[src/rtl/dcache_pkg.sv]
// dcache_pkg: constants, FSM state encoding and word helpers shared by the
// data cache top (data_cache) and its storage array (data_cache_array).
//   WORD_W     : processor word width (32)
//   LINE_W     : cache line width, four words (128)
//   ADDR_W     : processor word-address width (30)
//   MEM_ADDR_W : line address width seen by memory (28)
//   state_t    : IDLE / WRITEBACK / ALLOCATE
package dcache_pkg;

  localparam int WORD_W     = 32;
  localparam int LINE_W     = 128;
  localparam int OFFSET_W   = 2;
  localparam int ADDR_W     = 30;
  localparam int MEM_ADDR_W = ADDR_W - OFFSET_W;

  typedef enum logic [1:0] {
    IDLE      = 2'd0,
    WRITEBACK = 2'd1,
    ALLOCATE  = 2'd2
  } state_t;

  // Extract word 'off' of a line; word k lives on bits [32k+31:32k].
  function automatic logic [WORD_W-1:0] get_word(input logic [LINE_W-1:0] line,
                                                 input logic [OFFSET_W-1:0] off);
    logic [WORD_W-1:0] w;
    case (off)
      2'd0:    w = line[31:0];
      2'd1:    w = line[63:32];
      2'd2:    w = line[95:64];
      default: w = line[127:96];
    endcase
    return w;
  endfunction

  // Replace word 'off' of a line with 'data', leaving the other words intact.
  function automatic logic [LINE_W-1:0] put_word(input logic [LINE_W-1:0] line,
                                                 input logic [OFFSET_W-1:0] off,
                                                 input logic [WORD_W-1:0] data);
    logic [LINE_W-1:0] l;
    l = line;
    case (off)
      2'd0:    l[31:0]   = data;
      2'd1:    l[63:32]  = data;
      2'd2:    l[95:64]  = data;
      default: l[127:96] = data;
    endcase
    return l;
  endfunction

endpackage

[src/rtl/data_cache_array.sv]
// data_cache_array: tag, valid, dirty and data storage for the direct-mapped
// data cache. One synchronous write port updates a whole line entry (tag,
// data, valid=1, dirty) at once; one asynchronous read port returns the entry
// at rd_idx. Valid and dirty bits are cleared by reset; tag and data are not.
// Ports:
//   clk, rst_n            : clock, asynchronous active-low reset
//   wr_en, wr_idx         : write strobe and line index
//   wr_tag, wr_dirty      : tag and dirty bit written with the line
//   wr_line               : full 128-bit line written
//   rd_idx                : read index
//   rd_valid, rd_dirty    : status of the addressed line
//   rd_tag, rd_line       : stored tag and line of the addressed line
module data_cache_array
  import dcache_pkg::*;
#(
  parameter int NUM_LINES = 8,
  parameter int IDX_W     = 3,
  parameter int TAG_W     = 25
) (
  input  logic              clk,
  input  logic              rst_n,
  input  logic              wr_en,
  input  logic [IDX_W-1:0]  wr_idx,
  input  logic [TAG_W-1:0]  wr_tag,
  input  logic              wr_dirty,
  input  logic [LINE_W-1:0] wr_line,
  input  logic [IDX_W-1:0]  rd_idx,
  output logic              rd_valid,
  output logic              rd_dirty,
  output logic [TAG_W-1:0]  rd_tag,
  output logic [LINE_W-1:0] rd_line
);

  logic [NUM_LINES-1:0] valid_q;
  logic [NUM_LINES-1:0] dirty_q;
  logic [TAG_W-1:0]     tag_mem  [NUM_LINES];
  logic [LINE_W-1:0]    data_mem [NUM_LINES];

  // Status bits: reset clears every line, any write makes the line valid.
  always_ff @(posedge clk or negedge rst_n) begin
    if (!rst_n) begin
      valid_q <= '0;
      dirty_q <= '0;
    end else if (wr_en) begin
      valid_q[wr_idx] <= 1'b1;
      dirty_q[wr_idx] <= wr_dirty;
    end
  end

  // Tag and data storage carry no reset; stale contents are masked by valid.
  always_ff @(posedge clk) begin
    if (wr_en) begin
      tag_mem[wr_idx]  <= wr_tag;
      data_mem[wr_idx] <= wr_line;
    end
  end

  assign rd_valid = valid_q[rd_idx];
  assign rd_dirty = dirty_q[rd_idx];
  assign rd_tag   = tag_mem[rd_idx];
  assign rd_line  = data_mem[rd_idx];

endmodule

[src/rtl/data_cache.sv]
// data_cache: direct-mapped, write-back, write-allocate data cache with four
// 32-bit words per line. Hits complete combinationally in IDLE; misses evict a
// dirty victim (WRITEBACK) and then fill the line (ALLOCATE) before the
// request completes as a hit.
// Optional feature macro: DCACHE_FILL_BYPASS_EN -- when defined, the request
// completes in the ALLOCATE cycle that sees mem_ready (read data forwarded
// from mem_rdata, store data merged into the fill line as dirty).
// Ports:
//   clk, rst_n                 : clock, asynchronous active-low reset
//   proc_read, proc_write      : processor load / store request
//   proc_addr [29:0]           : word address {tag, index, word offset}
//   proc_wdata [31:0]          : store data
//   proc_stall                 : request not yet complete
//   proc_rdata [31:0]          : load data
//   mem_read, mem_write        : line fill / line writeback request
//   mem_addr [27:0]            : line address {tag, index}
//   mem_wdata [127:0]          : writeback line
//   mem_rdata [127:0]          : fill line, valid with mem_ready
//   mem_ready                  : one-cycle completion pulse
module data_cache
  import dcache_pkg::*;
#(
  parameter int NUM_LINES = 8,
  parameter int IDX_W     = 3
) (
  input  logic                  clk,
  input  logic                  rst_n,
  input  logic                  proc_read,
  input  logic                  proc_write,
  input  logic [ADDR_W-1:0]     proc_addr,
  input  logic [WORD_W-1:0]     proc_wdata,
  output logic                  proc_stall,
  output logic [WORD_W-1:0]     proc_rdata,
  output logic                  mem_read,
  output logic                  mem_write,
  output logic [MEM_ADDR_W-1:0] mem_addr,
  output logic [LINE_W-1:0]     mem_wdata,
  input  logic [LINE_W-1:0]     mem_rdata,
  input  logic                  mem_ready
);

  localparam int TAG_W = ADDR_W - IDX_W - OFFSET_W;

  state_t state_q, state_d;

  logic [TAG_W-1:0]    req_tag;
  logic [IDX_W-1:0]    req_idx;
  logic [OFFSET_W-1:0] req_off;
  logic                req;
  logic                hit;

  logic                wr_en;
  logic [TAG_W-1:0]    wr_tag;
  logic                wr_dirty;
  logic [LINE_W-1:0]   wr_line;
  logic                rd_valid;
  logic                rd_dirty;
  logic [TAG_W-1:0]    rd_tag;
  logic [LINE_W-1:0]   rd_line;

  assign req_tag = proc_addr[ADDR_W-1:IDX_W+OFFSET_W];
  assign req_idx = proc_addr[IDX_W+OFFSET_W-1:OFFSET_W];
  assign req_off = proc_addr[OFFSET_W-1:0];
  assign req     = proc_read | proc_write;
  assign hit     = req & rd_valid & (rd_tag == req_tag);

  // The array is always looked up at the request index; the processor holds
  // its address through a miss, so this also selects the victim and fill slot.
  data_cache_array #(
    .NUM_LINES(NUM_LINES),
    .IDX_W    (IDX_W),
    .TAG_W    (TAG_W)
  ) u_array (
    .clk     (clk),
    .rst_n   (rst_n),
    .wr_en   (wr_en),
    .wr_idx  (req_idx),
    .wr_tag  (wr_tag),
    .wr_dirty(wr_dirty),
    .wr_line (wr_line),
    .rd_idx  (req_idx),
    .rd_valid(rd_valid),
    .rd_dirty(rd_dirty),
    .rd_tag  (rd_tag),
    .rd_line (rd_line)
  );

  // State register; reset abandons any memory transaction in flight.
  always_ff @(posedge clk or negedge rst_n) begin
    if (!rst_n) state_q <= IDLE;
    else        state_q <= state_d;
  end

  // Next-state logic: a miss evicts first only when the victim is dirty.
  always_comb begin
    state_d = state_q;
    case (state_q)
      IDLE: begin
        if (req && !hit) state_d = (rd_valid && rd_dirty) ? WRITEBACK : ALLOCATE;
      end
      WRITEBACK: begin
        if (mem_ready) state_d = ALLOCATE;
      end
      ALLOCATE: begin
        if (mem_ready) state_d = IDLE;
      end
      default: state_d = IDLE;
    endcase
  end

  // Output and array-write logic. Every output is forced to zero while rst_n
  // is low so memory requests drop immediately, not at the next clock.
  // proc_write wins over proc_read, so a simultaneous request is a store.
  always_comb begin
    proc_stall = 1'b0;
    proc_rdata = '0;
    mem_read   = 1'b0;
    mem_write  = 1'b0;
    mem_addr   = '0;
    mem_wdata  = '0;
    wr_en      = 1'b0;
    wr_tag     = req_tag;
    wr_dirty   = 1'b0;
    wr_line    = rd_line;
    if (rst_n) begin
      case (state_q)
        IDLE: begin
          proc_rdata = get_word(rd_line, req_off);
          if (req) begin
            if (hit) begin
              if (proc_write) begin
                wr_en    = 1'b1;
                wr_dirty = 1'b1;
                wr_line  = put_word(rd_line, req_off, proc_wdata);
              end
            end else begin
              proc_stall = 1'b1;
            end
          end
        end
        WRITEBACK: begin
          proc_stall = 1'b1;
          mem_write  = 1'b1;
          mem_addr   = {rd_tag, req_idx};
          mem_wdata  = rd_line;
        end
        ALLOCATE: begin
          proc_stall = 1'b1;
          mem_read   = 1'b1;
          mem_addr   = {req_tag, req_idx};
          if (mem_ready) begin
            wr_en    = 1'b1;
            wr_dirty = 1'b0;
            wr_line  = mem_rdata;
`ifdef DCACHE_FILL_BYPASS_EN
            // Finish the request straight from the fill data.
            proc_stall = 1'b0;
            if (proc_write) begin
              wr_dirty = 1'b1;
              wr_line  = put_word(mem_rdata, req_off, proc_wdata);
            end else begin
              proc_rdata = get_word(mem_rdata, req_off);
            end
`endif
          end
        end
        default: ;
      endcase
    end
  end

endmodule

[config.mk]
export PLATFORM = sky130hd
export DESIGN_NAME = data_cache
export DESIGN_NICKNAME = d
export VERILOG_FILES = /design/src/rtl/dcache_pkg.sv /design/src/rtl/data_cache_array.sv /design/src/rtl/data_cache.sv
export SDC_FILE = /design/constraint.sdc
export NUM_CORES = 2
export LEC_CHECK = 0
export BUFFER_PORTS_ARGS = -buffer_cell sky130_fd_sc_hd__buf_2
export CAP_MARGIN = 10
export CORE_ASPECT_RATIO = 1.4
export CORE_UTILIZATION = 25
export CTS_BUF_LIST = sky130_fd_sc_hd__clkbuf_4 sky130_fd_sc_hd__clkbuf_8
export CTS_CLUSTER_DIAMETER = 30
export CTS_CLUSTER_SIZE = 40
export DETAILED_ROUTE_END_ITERATION = 10
export HOLD_SLACK_MARGIN = 0.02
export PLACE_DENSITY_LB_ADDON = 0.05
export SLEW_MARGIN = 20
export SYNTH_ARGS = -nofsm -noshare
export SYNTH_HDL_FRONTEND = slang
export SYNTH_SLANG_ARGS = --single-unit
[constraint.sdc]
create_clock -name clk -period 16.86 [get_ports clk]
set_input_delay 3.372 -clock clk [delete_from_list [all_inputs] [get_ports clk]]
set_output_delay 3.372 -clock clk [all_outputs]
set_load 0.01 [all_outputs]
==> out/qor.txt <==
status - complete, no violations
count leader, synth - edfxtp_1
HP Class - reg2reg
Root Buffer - clkbuf_8
layout cells sized above 1 - 26.2%
FMAX - 86.6 MHz
wirelength, routed - 226 mm
Synth Net Count - 3753
post-synthesis sequential area ratio - 71.1%
CTS clk-pin slew, worst paths - 0.04 ns
io pins - 386
Register-to-Register Path Depth - 11
via count - 35900
Rel. slew slack - 27.3%
CP cell instances - buf_4 -> buf_4 -> buf_4 -> mux4_2 -> mux2i_1 -> xnor2_1 -> nor4_1 -> nand4b_1 -> nor4_1 -> nor3_1 -> o211a_1 -> buf_2
post-route ant nets - 0
Worst setup SP type - input port
Residual DRC - 0
Die Height - 544 um
Reg2Reg Setup Slack - 11.06 ns
FFs w/ async S/R, synth - 1.45%
CP Max Fanout - 37
Placer Congestion - 0.784
# port buffers - 385
Period Utilization, post-route - 68.5%
critical path's slowest cell - nor4_1
CP peak stage delay - 0.68 ns
fraction of the mapped netlist area in compound gates - 13.1%
syn_area_per_cell - 14.7 um^2
Nets - 4288
Most Frequent Cell on Critical Path - buf_4
setup violators final - 0
# hold bufs at CTS - 0
vias in the first global route - 37200
mux contribution to synthesized area - 5.78%
post-synthesis adder-cell area fraction - 0.0956%
post-CTS setup buffers - 0
Critical Path AT - 8.17 ns
Layout area overhead - 23.1%
Initial Util - 25.2%
Syn Std Cell Area - 0.0524 mm^2
Total Neg Setup Slack - 0 ns
Post-synth EDFFs - 1224
FP Rows - 198
Slew Limit Fails - 0
DRT Pass-1 Iters - 5
Fillers - 20900
Via density - 5.09
post-cts sizing count - 0
Synth top cells by count - edfxtp_1 (1224), nor2_1 (346), a22oi_1 (267), nand2_1 (213), clkbuf_1 (208)
Routed wire per std cell - 32.1 um
simple-gate area share of the yosys netlist - 7.43%
crit path time final - 11.54 ns
clk buf depth - 4
Post-Synth XOR/XNOR Area - 0.284%
clock skew - 0.0729 ns
Seq cells post-synth - 1242
main combinational cell family by area after synthesis - compound AO/OA/AOI/OAI gates
Worst VDD drop - 0.0827 mV
H-tree depth - 5
DP Wirelength - 136 mm
yosys synthesis warning count - 0
RSZ-0062 raised after global routing - false
FF+latch area - 0.0372 mm^2
critical path endpoint - proc_stall
Synth area leader - edfxtp_1
Pwr Density - 141 mW/mm^2
pin count of the biggest net entering global routing - 113
gr ovfl total - 0
first-pass GRT wire length - 309 mm
Die W - 389 um
Tightest Pin Transition - 1.09 ns
worst skew pair latency - 0.95 ns
DRT iter0 DRCs - 2699
crit end category - primary output
Total Power - 9.06 mW
Mapped Cells - 3554
Synth top area share - 70.2%
worst path required time - 13.49 ns
CP Class - in2out
CTS tree - built
gr usage total - 21.0%
clk sinks - 1242
Final Hold Vio Count - 0
initial antenna violation count - 45
CTS Buf Count - 306
Leak - 22.2 nW
Setup crit start - proc_addr[3]
Main synth FF type - edfxtp_1
core area - 0.208 mm^2
Synth area leaders - edfxtp_1 (70%), a22oi_1 (3.8%), mux4_2 (2.7%)
R2R Path End - u_array.data_mem[2][29]
die area - 0.211 mm^2
Worst Hold Depth - 1
area of the multi-input gates - 0.0141 mm^2
count of cell types in the netlist - 63
start of the worst register-to-register path - u_array.tag_mem[6][12]
# Max-Cap Violations - 0
-- where the power goes --
part / switching, mW / total [mW] / internal (mW)
combinational: 0.995 / 1.32 / 0.329
sequential: 0.0194 / 3.78 / 3.76
clock: 1.54 / 3.96 / 2.42
total: 2.55 / 9.06 / 6.51
-- sequential cells by signal (all words and copies together) (netlist names) --
| name | flops |
|---|---|
| u_array.tag_mem | 200 |
| u_array.dirty_q | 8 |
| u_array.data_mem | 1024 |
| state_q | 2 |
| u_array.valid_q | 8 |
-- critical path, delay by kind of cell --
kind / cells / cell delay (ns)
AOI/OAI and AO/OA: 1 / 0.29
xor gates and xnor gates: 1 / 0.18
buffers and inverters: 4 / 1.60
muxes: 2 / 0.88
and+or+nand+nor: 4 / 1.77
-- cells by family after synthesis --
logic type	after synthesis
buffers and inverters	285
adders and majority gates	4
and+or+nand+nor	842
DFF	1242
xor gates and xnor gates	17
AOI/OAI and AO/OA	944
muxes	220
-- through the flow --
stage,setup slack [ns],instances,instance area (um^2),hold WS [ns],util [%]
2_1_floorplan,4.05,3554,52400,0.442,-
3_3_place_gp,5.19,6480,57700,0.458,27.7
3_5_place_dp,5.23,6481,57700,0.462,27.7
4_1_cts,5.21,7024,64400,0.475,30.9
5_1_grt,5.09,7032,64400,0.490,31.0
6_report,5.32,7049,64500,0.470,31.0
-- cell type report --
type	count	area share, %
Multi-Input combinational cell	2027	21.9
Timing Repair Buffer	503	4.64
Clock buffer	360	7.23
Antenna cell	25	0.0971
Inverter	9	0.0563
Clock inverter	183	3.08
Sequential cell	1242	57.7
Tap cell	2700	5.24
-- how the worst min path moves through the flow --
| stage | from | slack (ns) | to |
|---|---|---|---|
| floorplan | u_array.valid_q[0] | 0.44 | u_array.valid_q[0] |
| global placement | u_array.valid_q[3] | 0.46 | u_array.valid_q[3] |
| detailed placement | u_array.valid_q[3] | 0.46 | u_array.valid_q[3] |
| CTS | u_array.valid_q[4] | 0.47 | u_array.valid_q[4] |
| global route | u_array.valid_q[4] | 0.49 | u_array.valid_q[4] |
| finish | u_array.valid_q[4] | 0.47 | u_array.valid_q[4] |
-- layer usage --
layer | wire [um] | GRT usage [%]
met1 | 102000 | 28.1
met4 | 5510 | 5.96
met5 | 138 | 0
met2 | 102000 | 32.7
met3 | 17300 | 6.11
-- cells in the final DEF, fill, tap and decap left out, types with 18 or more instances in the layout --
cell type	count
clkinv_2	47
edfxtp_1	1224
clkbuf_4	47
bufinv_16	37
clkinvlp_4	34
o21ai_0	134
a22o_1	97
mux4_2	63
mux2_2	29
clkbuf_8	313
a22oi_1	267
o22ai_1	35
clkinv_1	44
nand2_1	210
buf_2	379
buf_4	110
mux2i_1	128
a211o_1	45
and3_1	128
nor2_1	336
nor3b_1	34
a21oi_1	104
diode_2	25
a221oi_1	113
dfrtp_1	18
nor3_1	55
o211ai_1	62
(Power assumes the default switching activity.)
